**config.mk**
```make
export PLATFORM = sky130hd
export DESIGN_NAME = bin2bcd_seq
export DESIGN_NICKNAME = d
export VERILOG_FILES = /design/src/rtl/bin2bcd_seq.sv
export SDC_FILE = /design/constraint.sdc
export NUM_CORES = 1
export LEC_CHECK = 0
export BUFFER_PORTS_ARGS = -buffer_cell sky130_fd_sc_hd__buf_2
export CORE_MARGIN = 3
export CORE_UTILIZATION = 57
export CTS_CLUSTER_SIZE = 10
export DETAILED_ROUTE_END_ITERATION = 10
export GPL_TIMING_DRIVEN = 1
export PLACE_DENSITY = 0.79
export SYNTH_ARGS = -nofsm -noshare
export SYNTH_HDL_FRONTEND = slang
export SYNTH_SLANG_ARGS = --single-unit
```
**constraint.sdc**
```tcl
create_clock -name sys_clk -period 2 [get_ports sys_clk]
set_clock_uncertainty 0.15 [all_clocks]
set_input_delay 0.5 -clock sys_clk [delete_from_list [all_inputs] [get_ports sys_clk]]
set_output_delay 0.5 -clock sys_clk [all_outputs]
set_load 0.05 [all_outputs]
```
**src/rtl/bin2bcd_seq.sv**
```systemverilog
// bin2bcd_seq: sequential binary-to-BCD converter (shift-and-add-3).
// Converts an IN_W-bit unsigned value (IN_W <= 20) into six packed BCD digits.
// Each conversion takes IN_W shift cycles plus one output cycle.
// Optional build macro OVF_CLAMP_EN: when defined, values >= 1_000_000
// report bcd_out = 24'h999999. Otherwise they report the low six digits.
// In both builds ovf flags values >= 1_000_000.
module bin2bcd_seq #(
  parameter int IN_W = 20
) (
  input  logic            sys_clk,
  input  logic            sys_rst,
  input  logic [IN_W-1:0] in_data,
  input  logic            in_valid,
  output logic            in_ready,
  output logic [23:0]     bcd_out,
  output logic            ovf,
  output logic            out_valid
);

  typedef enum logic [1:0] {IDLE, SHIFT, DONE} state_t;

  localparam logic [4:0] LAST = 5'(IN_W - 1);

  state_t      state;
  logic [19:0] bin_sr;   // binary operand, MSB taken from bit IN_W-1
  logic [27:0] acc;      // seven BCD digits
  logic [26:0] acc_adj;  // digits after the +3 correction, minus the top bit
  logic [4:0]  cnt;

  assign in_ready = (state == IDLE);

  // Add 3 to every digit >= 5 ahead of the shift. Operands stay below 2^20,
  // so the top digit never exceeds 1 and needs no correction. Its upper bit
  // is shifted out and dropped.
  always_comb begin
    acc_adj = acc[26:0];
    for (int d = 0; d < 6; d++) begin
      if (acc[4*d +: 4] >= 4'd5)
        acc_adj[4*d +: 4] = acc[4*d +: 4] + 4'd3;
    end
  end

  // Conversion FSM: capture, IN_W correction+shift steps, then publish.
  always_ff @(posedge sys_clk) begin
    if (sys_rst) begin
      state     <= IDLE;
      bin_sr    <= '0;
      acc       <= '0;
      cnt       <= '0;
      bcd_out   <= '0;
      ovf       <= 1'b0;
      out_valid <= 1'b0;
    end else begin
      out_valid <= 1'b0;
      case (state)
        IDLE: begin
          if (in_valid) begin
            bin_sr <= 20'(in_data);
            acc    <= '0;
            cnt    <= '0;
            state  <= SHIFT;
          end
        end
        SHIFT: begin
          acc    <= {acc_adj, bin_sr[IN_W-1]};
          bin_sr <= {bin_sr[18:0], 1'b0};
          cnt    <= cnt + 5'd1;
          if (cnt == LAST) state <= DONE;
        end
        DONE: begin
          state     <= IDLE;
          out_valid <= 1'b1;
          // A nonzero seventh digit means the value is at least 1_000_000.
          ovf       <= (acc[27:24] != 4'd0);
`ifdef OVF_CLAMP_EN
          bcd_out   <= (acc[27:24] != 4'd0) ? 24'h999999 : acc[23:0];
`else
          bcd_out   <= acc[23:0];
`endif
        end
        default: state <= IDLE;
      endcase
    end
  end

endmodule
```
==> results of run 1 <==
[routing by layer]
layer  global-route usage  up-vias  wire (um)
met5                    0        -          0
met4               0.0993        0        125
met3               0.0423       11        247
met1                0.268     1416       3330
met2                0.380       43       3700
li1                     -     1492          -
[cell families after synthesis]
kind of cell    synth area share
compound gates             0.131
xor+xnor                  0.0290
buf+inv                   0.0543
flops                      0.448
mux                       0.0166
fa+ha+maj                 0.0449
simple gates               0.276
[worst paths after layout]
path	startpoint	to	depth (start not counted)
worst max-delay path	state[1]$_SDFFE_PP0P_	in_ready	2
worst max register to register	acc[5]$_SDFFE_PP0P_	acc[6]$_SDFFE_PP0P_	6
worst min register to register	bcd_out[15]$_SDFFE_PP0P_	bcd_out[15]$_SDFFE_PP0P_	2
worst min-delay path	in_data[0]	bin_sr[0]$_SDFFE_PP0P_	3
[layout make-up]
cell class	count	area, sq um	share of cell area
flip-flops and latches	81	1620	0.394
clock inverters	6	90.1	0.0219
repair buffers	59	323	0.0784
clock buffers	10	138	0.0334
inverters	12	45.0	0.0109
well taps	75	93.8	0.0228
multi-input cells	297	1800	0.438
[layout by cell type, fill, tap and decap left out, types with 9 or more instances in the layout]
master	synthesis	final
sky130_fd_sc_hd__nor2_1	59	58
sky130_fd_sc_hd__nor4_2	19	19
sky130_fd_sc_hd__nand3_1	16	16
sky130_fd_sc_hd__ha_1	13	13
sky130_fd_sc_hd__o21ai_0	9	9
sky130_fd_sc_hd__a21oi_1	47	47
sky130_fd_sc_hd__a22o_1	18	18
sky130_fd_sc_hd__dfxtp_1	81	81
sky130_fd_sc_hd__nor2_2	11	12
sky130_fd_sc_hd__inv_1	12	12
sky130_fd_sc_hd__buf_4	6	10
sky130_fd_sc_hd__nand2_1	55	55
sky130_fd_sc_hd__clkbuf_8	0	10
sky130_fd_sc_hd__buf_2	13	48
[worst reg2reg max path, stage by stage, from the launching register on]
cell	delay (ns)
sky130_fd_sc_hd__dfxtp_1	0.38
sky130_fd_sc_hd__inv_1	0.09
sky130_fd_sc_hd__ha_1	0.18
sky130_fd_sc_hd__nand2b_1	0.15
sky130_fd_sc_hd__a21oi_1	0.34
sky130_fd_sc_hd__mux2i_1	0.26
sky130_fd_sc_hd__a22o_1	0.15
[repair_timing]
action / in CTS / in global routing
hold buffers: 0 / 0
buffers inserted: 0 / 0
gates resized for setup: 0 / 2
setup endpoints to repair: 0 / 1
hold endpoints to repair: 0 / 0
[state kept, by name, indices dropped and copies added, names as in the netlist]
name,count
acc,28
ovf,1
bin_sr,20
bcd_out,24
out_valid,1
cnt,5
state,2
[power groups by stage]
| stage | Combinational, mW | Clock, mW | Sequential, mW |
|---|---|---|---|
| finish | 0.266 | 1.36 | 1.68 |
| global route | 0.299 | 1.44 | 1.69 |
| CTS | 0.267 | 1.37 | 1.68 |
| detailed placement | 0.265 | 0 | 1.72 |
| global placement | 0.257 | 0 | 1.72 |
| floorplan | 0.209 | 0 | 1.71 |
[per-stage QoR]
| stage | utilization | setup WS (ns) | hold WS (ns) | total power [mW] |
|---|---|---|---|---|
| 3_5_place_dp | 0.644 | 0.334 | 0.295 | 1.99 |
| 2_1_floorplan | - | 0.0537 | 0.282 | 1.92 |
| 4_1_cts | 0.682 | 0.00907 | 0.243 | 3.32 |
| 3_3_place_gp | 0.644 | 0.384 | 0.291 | 1.98 |
| 6_report | 0.683 | 0.130 | 0.254 | 3.31 |
| 5_1_grt | 0.683 | 0.0698 | 0.271 | 3.42 |
==> results.md, run 1 <==
- The fmax is 0.535 GHz.
- In this run the horizontal extent of the chip is 85.7 um.
- Summed over all layers, the routed wires come to about 7400 um.
- The register bit total from synthesis is 81.
- The final route contains between 2,000 and 3,000 vias.
- The data required time of the critical path is 1.35 ns.
- The overflow left after global routing is 0.
- The pin count of the biggest net entering global routing is 32.
- The share of total power dissipated in the clock network is 0.411.
- Of the total power, combinational logic draws 0.081.
- The number of slew-limit violations in the final report is 0.
- The effective utilization at floorplan is 0.601.
- The number of nets handed over by synthesis was 451.
- After synthesis, the most frequently instantiated cells are sky130_fd_sc_hd__dfxtp_1, sky130_fd_sc_hd__nor2_1, sky130_fd_sc_hd__nand2_1.
- The detail route stage leaves a number of antenna-violating nets equal to 0.
- The number of antenna repair diodes is 0.
- The first global-routing pass estimated 13,100 um of wire.
- On the critical path, the stage with the largest delay is an instance of sky130_fd_sc_hd__dfxtp_1.
- The Yosys step of the flow raised 0 warnings.
- The run finished with clean final reports.
- Including well taps, the total number of placed cells is approximately 520.
- Of the post-synthesis cell area, the dominant cell type holds 0.448.
- After floorplanning, the core was sized to cover approximately 0.0060 sq mm.
- The predominant post-synthesis flop cell is sky130_fd_sc_hd__dfxtp_1.
- Headroom to the max-slew limit came out at 0.699.
- The internal portion of the total power is 2.49 mW.
- The critical path is of the reg2out type.
- The maximum clock insertion buffer count is 2.
- The share of the clock period used by the worst path after layout is 0.935.
- The initial antenna violation count came to 0.
- The total clock sinks is 81.
- The worst-case IR drop observed on VDD is 0.530 mV.
- After detailed placement, the total cell area comes to 0.00388 sq mm.
- The share of total power dissipated in sequential elements is 0.509.
- Across the run, the number of max-cap violations was 0.
- Adding up every negative setup slack in the final design gives 0 ns.
- The wire-length estimate of the detail-placed layout is 4830 um.
- At the end of the flow, the number of nets in the layout was 496.
- Dividing total power by cell area gives a power density of 804 mW/mm^2.
- STA classifies the critical path endpoint as a primary output.
- In the post-synthesis netlist, the biggest area contributors are sky130_fd_sc_hd__dfxtp_1, sky130_fd_sc_hd__nor4_2, sky130_fd_sc_hd__a21oi_1.
- The clock root buffer master is sky130_fd_sc_hd__clkbuf_8.
- After clock tree synthesis, the clock-pin slew on the worst setup and hold paths is 0.08 ns.
- The site row count is 28.
- Of the total power, the share spent switching nets is 0.247.
- The maximum fanout count along the critical path is 7.
- For this run, the total global-route usage over all layers was measured as 0.221.
- The initial DRC count is 178.
- The clock tree from TritonCTS is done.
- The die covers ~0.0073 sq mm.
- The final number of hold-violating endpoints is 0.
- The final-report setup violation count is 0.
- For the worst-skew pair, the clock arrives at the later sink with an insertion delay of roughly 0.36 ns.
- The number of instances in the synthesized netlist is 415.
- The H-tree was split into 3 levels.
- During placement, the flow inserted port buffers numbering 49.
- In this run, synthesis inferred 0 flip-flops with an integrated enable.
- Broken down by cell family, the worst path's largest delay share belongs to flip-flops.
- In the routed layout, each cell is associated on average with a via count of 5.49.
- The post-synthesis cell type count is 31.
- The floorplan step set the die height to 85.7 um.
- At the end of routability-driven placement, the weighted congestion stood at just over 0.8.
- In the final layout, the share of cells above drive strength 1 is 0.241.
- The area growth from synthesis to final layout is 13.7%.
- The category of the worst setup path launch point is a flip-flop.
- The first detailed-routing pass ran for 4 iterations.
- Counting flops with an async set or reset pin after synthesis yields a share of 0.
- The number of global-route vias before repair is 2,875.
- The count of buffer and inverter cells on the critical path is 1.
- The switching power is between 800 and 900 uW.
- In the post-synthesis netlist, the cell with the most instances is sky130_fd_sc_hd__dfxtp_1.
- The clock period could shrink to 1.87 ns.
- After detailed routing, the average wire length per cell comes to 13.7 um.
- After the flow finishes, the layout carries non-filler instances totaling 540.
- Setup repair after global routing left no endpoint under its margin.
- Data on the critical path arrives at its endpoint at about 1.2 ns.
- The total leakage power is 1.65 nW.
- For this run, the register share of the synthesized area comes to 0.448.
- The signal on the critical path passes through nor2_2 -> clkbuf_4.
- The post-route DRC violation count is 0.
- The largest total area in the synthesized netlist belongs to sky130_fd_sc_hd__dfxtp_1.
- In this run the cell area of the synthesized design comes to 0.00362 sq mm.
- For this design the top-level I/O count stands at 50.
- The worst min-delay path class is in2reg.
- For the pin with the worst max-slew slack, the measured transition is about 0.45 ns.
- The synthesized area per cell is around 8.7 sq um.
- The number of buffers created by CTS is 9.
- The fill cell instance count of the final layout is 501.
- The post-route standard cell area excluding fillers is 0.00412 sq mm.
- The largest stage delay on the critical path is 0.37 ns.
- For flop-to-flop paths, the worst setup slack is 0.27 ns.
Note: power is estimated with default switching activity, not from simulation.
==> run 2, diff against run 1 <==
Settings changed: CORE_UTILIZATION 57 to 43, PLACE_DENSITY 0.79 to unset, SETUP_SLACK_MARGIN set to 0.1.
==> results.md, run 2 (same netlist as run 1, synthesis figures left out) <==
- Status: finished, final reports clean (unchanged).
- The share of the clock period used by the worst path after layout is 0.898 (was 0.935).
- The launch instance of the worst register-to-register path is acc[17]$_SDFFE_PP0P_ (was acc[5]$_SDFFE_PP0P_).
- The final weighted congestion in routability-driven placement is 0.730 (was 0.804).
- The total clock sinks was 81 (unchanged).
- The effective utilization at floorplan was 0.457 (was 0.601).
- The source of the critical timing path is state[1]$_SDFFE_PP0P_ (unchanged).
- The initial DRC count is 105 (was 178).
- The number of search-and-repair iterations in the first detailed-routing pass is 4 (unchanged).
- The insertion delay of the later-clocked pin in the worst-skew pair is 0.34 ns (was 0.36 ns).
- The standard cell core area is 0.00793 sq mm (was 0.00603 sq mm).
- The launch point of the worst hold path is in_data[0] (unchanged).
- The fmax is 0.557 GHz (was 0.535 GHz).
- The peak supply drop is 0.358 mV (was 0.530 mV).
- The post-CTS setup-driven buffer insertion count is 0 (unchanged).
- The post-route non-filler standard cell count came to 567 (was 540).
- The fraction of layout instances using a drive strength above 1 was 0.237 (was 0.241).
- The reg-to-reg endpoint is acc[18]$_SDFFE_PP0P_ (was acc[6]$_SDFFE_PP0P_).
- The number of antenna repair diodes is 0 (unchanged).
- The instance count along the most critical hold path came to 3 (unchanged).
- The final number of hold-violating endpoints came to 0 (unchanged).
- The maximum fanout count along the critical path came to 7 (unchanged).
- The number of buffers created by CTS came to 9 (unchanged).
- The final HPWL from detailed placement is 5100 um (was 4830 um).
- The post-layout minimum cycle time is 1.80 ns (was 1.87 ns).
- The final layout net count is 496 (unchanged).
- The category of the worst setup path launch point is a flip-flop (unchanged).
- The cell depth of the worst flop-to-flop path is 6 (unchanged).
- The transition time at the pin with the least slew margin came to 0.468 ns (was 0.446 ns).
- The share of the core filled with cells is 0.521 (was 0.683).
- The initial antenna violation count is 0 (unchanged).
- The final-report setup violation count is 0 (unchanged).
- The routed wirelength normalized by instance count is 13.2 um (was 13.7 um).
- The critical path's slowest cell is sky130_fd_sc_hd__dfxtp_1 (unchanged).
- The worst-case headroom to the max-slew limit was 0.687 (was 0.699).
- The slack of the critical path is 0.205 ns (was 0.130 ns).
- The clock root buffer master is sky130_fd_sc_hd__clkbuf_8 (unchanged).
- The number of buffers inserted by port buffering is 49 (unchanged).
- The top-level port count came to 50 (unchanged).
- The flip-flop count of the largest register, all copies and words added is 28 (unchanged).
- The clock tree from TritonCTS is done (unchanged).
- The start-to-end type of the worst setup path was reg2out (unchanged).
- Setup repair after global routing missed its margin: no (unchanged).
- The post-route standard cell area excluding fillers is 0.00413 sq mm (was 0.00412 sq mm).
- The critical path arrival is 1.15 ns (was 1.22 ns).
- The maximum clock insertion buffer count is 2 (unchanged).
- The aggregate routed wire length is 7500 um (was 7400 um).
- The overall die height is 97.8 um (was 85.7 um).
- The setup TNS after final layout is 0 ns (unchanged).
- The area growth from synthesis to final layout is 14.0% (was 13.7%).
- The area of the die is 0.00956 sq mm (was 0.00734 sq mm).
- The worst slack at placement is 0.323 ns (was 0.334 ns).
- The max capacitance violation total is 0 (unchanged).
- The pin count of the biggest net entering global routing is 30 (was 32).
- The largest stage delay on the critical path is 0.40 ns (was 0.37 ns).
- Most frequent cells in the layout: sky130_fd_sc_hd__dfxtp_1, sky130_fd_sc_hd__nor2_1, sky130_fd_sc_hd__nand2_1, sky130_fd_sc_hd__buf_2, sky130_fd_sc_hd__a21oi_1 (unchanged).
- The post-route DRC violation count came to 0 (unchanged).
- The site row count is 32 (was 28).
- The clock-pin slew reported for the worst setup and hold paths after clock tree synthesis is 0.08 ns (about the same).
- Cells along the critical path: nor2_4 -> buf_4 (was nor2_2 -> clkbuf_4).
- The overflow left after global routing is 0 (unchanged).
- The worst min-delay path class was in2reg (unchanged).
- The per-cell via count in the routed design was 5.11 (was 5.49).
- The total global-route track usage is 0.164 (was 0.221).
- The total leakage power is 1.63 nW (was 1.65 nW).
- The most common cell after layout, fill and taps aside is sky130_fd_sc_hd__dfxtp_1 (unchanged).
- The power per standard cell area was 751 mW/mm^2 (was 804 mW/mm^2).
- Largest registers ranked by flip-flop count: acc: 28 flops, bcd_out: 24 flops, bin_sr: 20 flops (unchanged).
- The cell count after placement is 551 (was 524).
- The register with the most flip-flops is acc (unchanged).
- The endpoint of the worst hold path was bin_sr[0]$_SDFFE_PP0P_ (unchanged).
- The horizontal die dimension is 97.8 um (was 85.7 um).
- The reg-to-reg setup timing slack is 0.30 ns (was 0.27 ns).
- The deepest level of the CTS H-tree is 3 (unchanged).
- The total via count after detailed routing is 2,899 (was 2,962).
- The first-pass GRT wire length is 13,200 um (was 13,100 um).
- The data required time of the critical path is 1.35 ns (about the same).
- The count of hold buffers inserted by post-cts repair is 0 (unchanged).
- The final antenna-violating net count came to 0 (unchanged).
- The placed instance area is 0.00393 sq mm (was 0.00388 sq mm).
- The element type at the critical path end is a primary output (unchanged).
- The number of slew-limit violations in the final report is 0 (unchanged).
- The number of global-route vias before repair is 2,886 (was 2,875).
run 2: cell types whose count changed in the layout (fill, tap and decap cells not counted):
cell / previous run / this run
sky130_fd_sc_hd__buf_12: 0 / 1
sky130_fd_sc_hd__bufinv_16: 2 / 1
sky130_fd_sc_hd__clkbuf_1: 0 / 2
sky130_fd_sc_hd__clkbuf_4: 1 / 0
sky130_fd_sc_hd__clkbuf_8: 10 / 9
sky130_fd_sc_hd__clkinv_2: 1 / 2
sky130_fd_sc_hd__inv_6: 1 / 0
sky130_fd_sc_hd__nor2_2: 12 / 11
sky130_fd_sc_hd__nor2_4: 2 / 3
run 2: cell type report:
| type | count | area, sq um |
|---|---|---|
| inverter | 12 | 45.0 |
| multi-input combinational | 297 | 1810 |
| fill | 794 | 3800 |
| clock inverter | 5 | 56.3 |
| timing repair buffer | 59 | 335 |
| sequential | 81 | 1620 |
| clock buffer | 11 | 131 |
| tap | 102 | 128 |
run 2: how the worst max path moves through the flow:
stage                                    to  slack, ns  cells past startpoint
floorplan           bin_sr[18]$_SDFFE_PP0P_       0.36                      5
global placement       acc[14]$_SDFFE_PP0P_       0.31                      5
detailed placement      acc[6]$_SDFFE_PP0P_       0.32                      5
CTS                                in_ready       0.13                      2
global route                       in_ready       0.15                      2
finish                             in_ready       0.20                      2
run 2: stage by stage:
step	power (mW)	hold WS (ns)
finish	3.10	0.277
global route	3.24	0.278
CTS	3.15	0.259
detailed placement	1.99	0.294
global placement	1.99	0.291
floorplan	1.92	0.282
run 2: what timing repair did:
| action | CTS | global route |
|---|---|---|
| hold endpoints to repair | 0 | 0 |
| resized for setup | 1 | 1 |
| pin swaps | 0 | 0 |
| endpoints found under the setup margin | 1 | 1 |
run 2: report_power, final:
part	switching (mW)	internal, mW	leakage [nW]
Sequential	0.0271	1.66	0.658
Clock	0.573	0.576	0.0933
Combinational	0.170	0.0976	0.882
Total	0.770	2.33	1.63
run 2: worst max-delay path, delay by kind of cell, from the launching register on:
kind	cells	cell delay, ns
DFF	1	0.40
buffers and inverters	1	0.22
and+or+nand+nor	1	0.19
run 2: routing by layer:
metal / global-route usage / share of wire
met5: 0 / 0
met4: 0.0511 / 0.0041
met3: 0.0414 / 0.028
met2: 0.280 / 0.50
met1: 0.205 / 0.47
==> run 3, diff against run 2 <==
Clock period 2 ns to 1.7 ns, I/O delays scaled along.
==> results.md, run 3 (same netlist as run 1, synthesis figures left out) <==
- The element type at the critical path end was a primary output (unchanged).
- The flip-flop count of the largest register, all copies and words added is 28 (unchanged).
- The maximum clock insertion buffer count is 2 (unchanged).
- The pin count of the biggest net entering global routing is 31 (was 30).
- The total clock sinks is 81 (unchanged).
- The critical path's top delay family was flip-flops (unchanged).
- The fill cell instance count of the final layout is 772 (was 794).
- The launch point of the worst hold path is in_data[0] (unchanged).
- The critical path's slowest cell is sky130_fd_sc_hd__dfxtp_4 (was sky130_fd_sc_hd__dfxtp_1).
- The worst hold-check slack is 0.194 ns (was 0.277 ns).
- The peak supply drop is 0.595 mV (was 0.358 mV).
- Derived from the worst setup path, the maximum achievable clock frequency is 0.633 GHz.
- The post-route DRC violation count was 0 (unchanged).
- The horizontal die dimension was 97.8 um (unchanged).
- The placed instance area came to 0.00400 sq mm (was 0.00393 sq mm).
- The clock-pin slew reported for the worst setup and hold paths after clock tree synthesis is 0.07 ns (was 0.08 ns).
- The standard cell core area is 0.00793 sq mm (unchanged).
- The maximum fanout count along the critical path is 5 (was 7).
- The max capacitance violation total came to 0 (unchanged).
- The worst-case headroom to the max-slew limit came to 0.676 (was 0.687).
- Status: finished, final reports clean (unchanged).
- The number of antenna repair diodes was 0 (unchanged).
- Largest registers ranked by flip-flop count: acc: 28 flops, bcd_out: 24 flops, bin_sr: 20 flops (unchanged).
- The final number of hold-violating endpoints came to 0 (unchanged).
- The power per standard cell area is 921 mW/mm^2 (was 751 mW/mm^2).
- The number of buffers inserted by port buffering was 49 (unchanged).
- The transition time at the pin with the least slew margin is 0.485 ns (was 0.468 ns).
- The aggregate routed wire length is 7570 um (was 7500 um).
- The count of buffer and inverter cells on the critical path is 1 (unchanged).
- The share of the clock period used by the worst path after layout is 0.929.
- The final layout net count is 504 (was 496).
- The number of global-route vias before repair was 2,834 (was 2,886).
- The clock tree from TritonCTS was done (unchanged).
- The first-pass GRT wire length is 13,000 um (was 13,200 um).
- The count of hold buffers inserted by post-cts repair is 0 (unchanged).
- The number of slew-limit violations in the final report is 0 (unchanged).
- The total via count after detailed routing is 2,921 (was 2,899).
- The depth of the critical timing path with buffers and inverters included came to 2 (unchanged).
- The per-cell via count in the routed design was 5.08 (was 5.11).
- The total leakage power came to 1.72 nW (was 1.63 nW).
- The register with the most flip-flops is acc (unchanged).
- The reg-to-reg setup timing slack was 0.18 ns (was 0.30 ns).
- The endpoint of the worst hold path is bin_sr[0]$_SDFFE_PP0P_ (unchanged).
- The area taken by multi-input logic gates is 0.00187 sq mm (was 0.00181 sq mm).
- Cells along the critical path: nor2_4 -> buf_6 (was nor2_4 -> buf_4).
- The largest stage delay on the critical path is 0.37 ns (was 0.40 ns).
- The final antenna-violating net count is 0 (unchanged).
- The initial antenna violation count was 0 (unchanged).
- The worst min-delay path class was in2reg (unchanged).
- The overall die height is 97.8 um (unchanged).
- The top-level port count is 50 (unchanged).
- The setup TNS after final layout was 0 ns (unchanged).
- Setup repair after global routing missed its margin: yes (was no).
- The data required time of the critical path is 1.12 ns (was 1.35 ns).
- The cell count after placement is 555 (was 551).
- The reg-to-reg endpoint was acc[14]$_SDFFE_PP0P_ (was acc[18]$_SDFFE_PP0P_).
- The insertion delay of the later-clocked pin in the worst-skew pair is 0.35 ns (was 0.34 ns).
- The routed wirelength normalized by instance count is 13.2 um (about the same).
- The area growth from synthesis to final layout was 20.4% (was 14.0%).
- The fraction of layout instances using a drive strength above 1 came to 0.296 (was 0.237).
- The final HPWL from detailed placement is 5110 um (was 5100 um).
- The post-route non-filler standard cell count is 575 (was 567).
- The final weighted congestion in routability-driven placement is 0.784 (was 0.730).
- The post-route standard cell area excluding fillers came to 0.00436 sq mm (was 0.00413 sq mm).
- The total global-route track usage is 0.163 (was 0.164).
- The category of the worst setup path launch point is a flip-flop (unchanged).
- For the finished layout, the period the worst path requires is 1.58 ns.
- The deepest level of the CTS H-tree came to 3 (unchanged).
- The overflow left after global routing is 0 (unchanged).
- The launch instance of the worst register-to-register path is acc[13]$_SDFFE_PP0P_ (was acc[17]$_SDFFE_PP0P_).
- The area of the die came to 0.00956 sq mm (unchanged).
- The critical path arrival is 1.00 ns (was 1.15 ns).
- Most frequent cells in the layout: sky130_fd_sc_hd__dfxtp_1, sky130_fd_sc_hd__nor2_1, sky130_fd_sc_hd__nand2_1, sky130_fd_sc_hd__buf_2, sky130_fd_sc_hd__a21oi_1 (unchanged).
- The most common cell after layout, fill and taps aside is sky130_fd_sc_hd__dfxtp_1 (unchanged).
- The effective utilization at floorplan was 0.457 (unchanged).
- The number of buffers created by CTS is 9 (unchanged).
- The flip-flop and latch area is 0.00164 sq mm (was 0.00162 sq mm).
- The cell depth of the worst flop-to-flop path is 6 (unchanged).
- The instance count along the most critical hold path came to 3 (unchanged).
- The site row count was 32 (unchanged).
- The number of search-and-repair iterations in the first detailed-routing pass was 4 (unchanged).
- The clock root buffer master is sky130_fd_sc_hd__clkbuf_8 (unchanged).
- The start-to-end type of the worst setup path is reg2out (unchanged).
- The initial DRC count is 102 (was 105).
- The final-report setup violation count was 0 (unchanged).
run 3: changes by cell type in the layout (fill, tap and decap cells not counted), moves of 2 or more:
cell                        delta
sky130_fd_sc_hd__inv_2         +2
sky130_fd_sc_hd__ha_2          +2
sky130_fd_sc_hd__buf_4         +4
sky130_fd_sc_hd__buf_12        +3
sky130_fd_sc_hd__inv_1         -2
sky130_fd_sc_hd__ha_1          -2
sky130_fd_sc_hd__clkinv_2      -2
sky130_fd_sc_hd__dfxtp_1      -10
sky130_fd_sc_hd__bufinv_16     +2
sky130_fd_sc_hd__a21oi_2       +4
sky130_fd_sc_hd__dfxtp_2       +9
sky130_fd_sc_hd__a21oi_4       +2
sky130_fd_sc_hd__a21oi_1       -6
run 3: final cells by class:
| class | instances | area share |
|---|---|---|
| clock buffer | 10 | 0.0293 |
| clock inverter | 6 | 0.0264 |
| inverter | 12 | 0.0103 |
| multi-input combinational | 297 | 0.429 |
| sequential | 81 | 0.376 |
| tap | 102 | 0.0293 |
| timing repair buffer | 67 | 0.100 |
run 3: worst min-delay path: cells and delay by family:
family / cells / cell delay (ns)
buffers and inverters: 1 / 0.10
AOI/OAI and AO/OA: 1 / 0.06
and+or+nand+nor: 1 / 0.07
run 3: timing repair:
action | CTS | global route
setup buffers | 1 | 3
gates cloned | 0 | 0
resized for setup | 9 | 18
setup endpoints to repair | 16 | 34
pin swaps | 2 | 6
run 3: layer usage:
metal  GRT usage  up-vias  wire [um]
met2       0.273       50       3690
met4      0.0394        0         53
met1       0.206     1358       3540
met5           0        -          0
li1            -     1509          -
met3      0.0521        4        288
run 3: power by group:
part	total (mW)	leakage (nW)	internal, mW	switching (mW)
Sequential	1.98	0.663	1.95	0.0313
Clock	1.69	0.117	0.984	0.708
Combinational	0.341	0.941	0.133	0.208
Total	4.01	1.72	3.07	0.947
run 3: how the worst max path moves through the flow:
| stage | from | to |
|---|---|---|
| 2_1_floorplan | acc[9]$_SDFFE_PP0P_ | acc[10]$_SDFFE_PP0P_ |
| 5_1_grt | state[0]$_SDFFE_PP0P_ | in_ready |
| 4_1_cts | state[0]$_SDFFE_PP0P_ | in_ready |
| 3_5_place_dp | acc[21]$_SDFFE_PP0P_ | acc[22]$_SDFFE_PP0P_ |
| 3_3_place_gp | acc[1]$_SDFFE_PP0P_ | acc[2]$_SDFFE_PP0P_ |
| 6_report | state[0]$_SDFFE_PP0P_ | in_ready |
run 3: per-stage QoR:
step	util	setup slack [ns]	power [mW]
2_1_floorplan	-	0.200	2.27
3_3_place_gp	0.505	0.0737	2.35
3_5_place_dp	0.505	0.0301	2.36
4_1_cts	0.540	0.0655	4.06
5_1_grt	0.550	0.0843	4.18
6_report	0.550	0.121	4.01
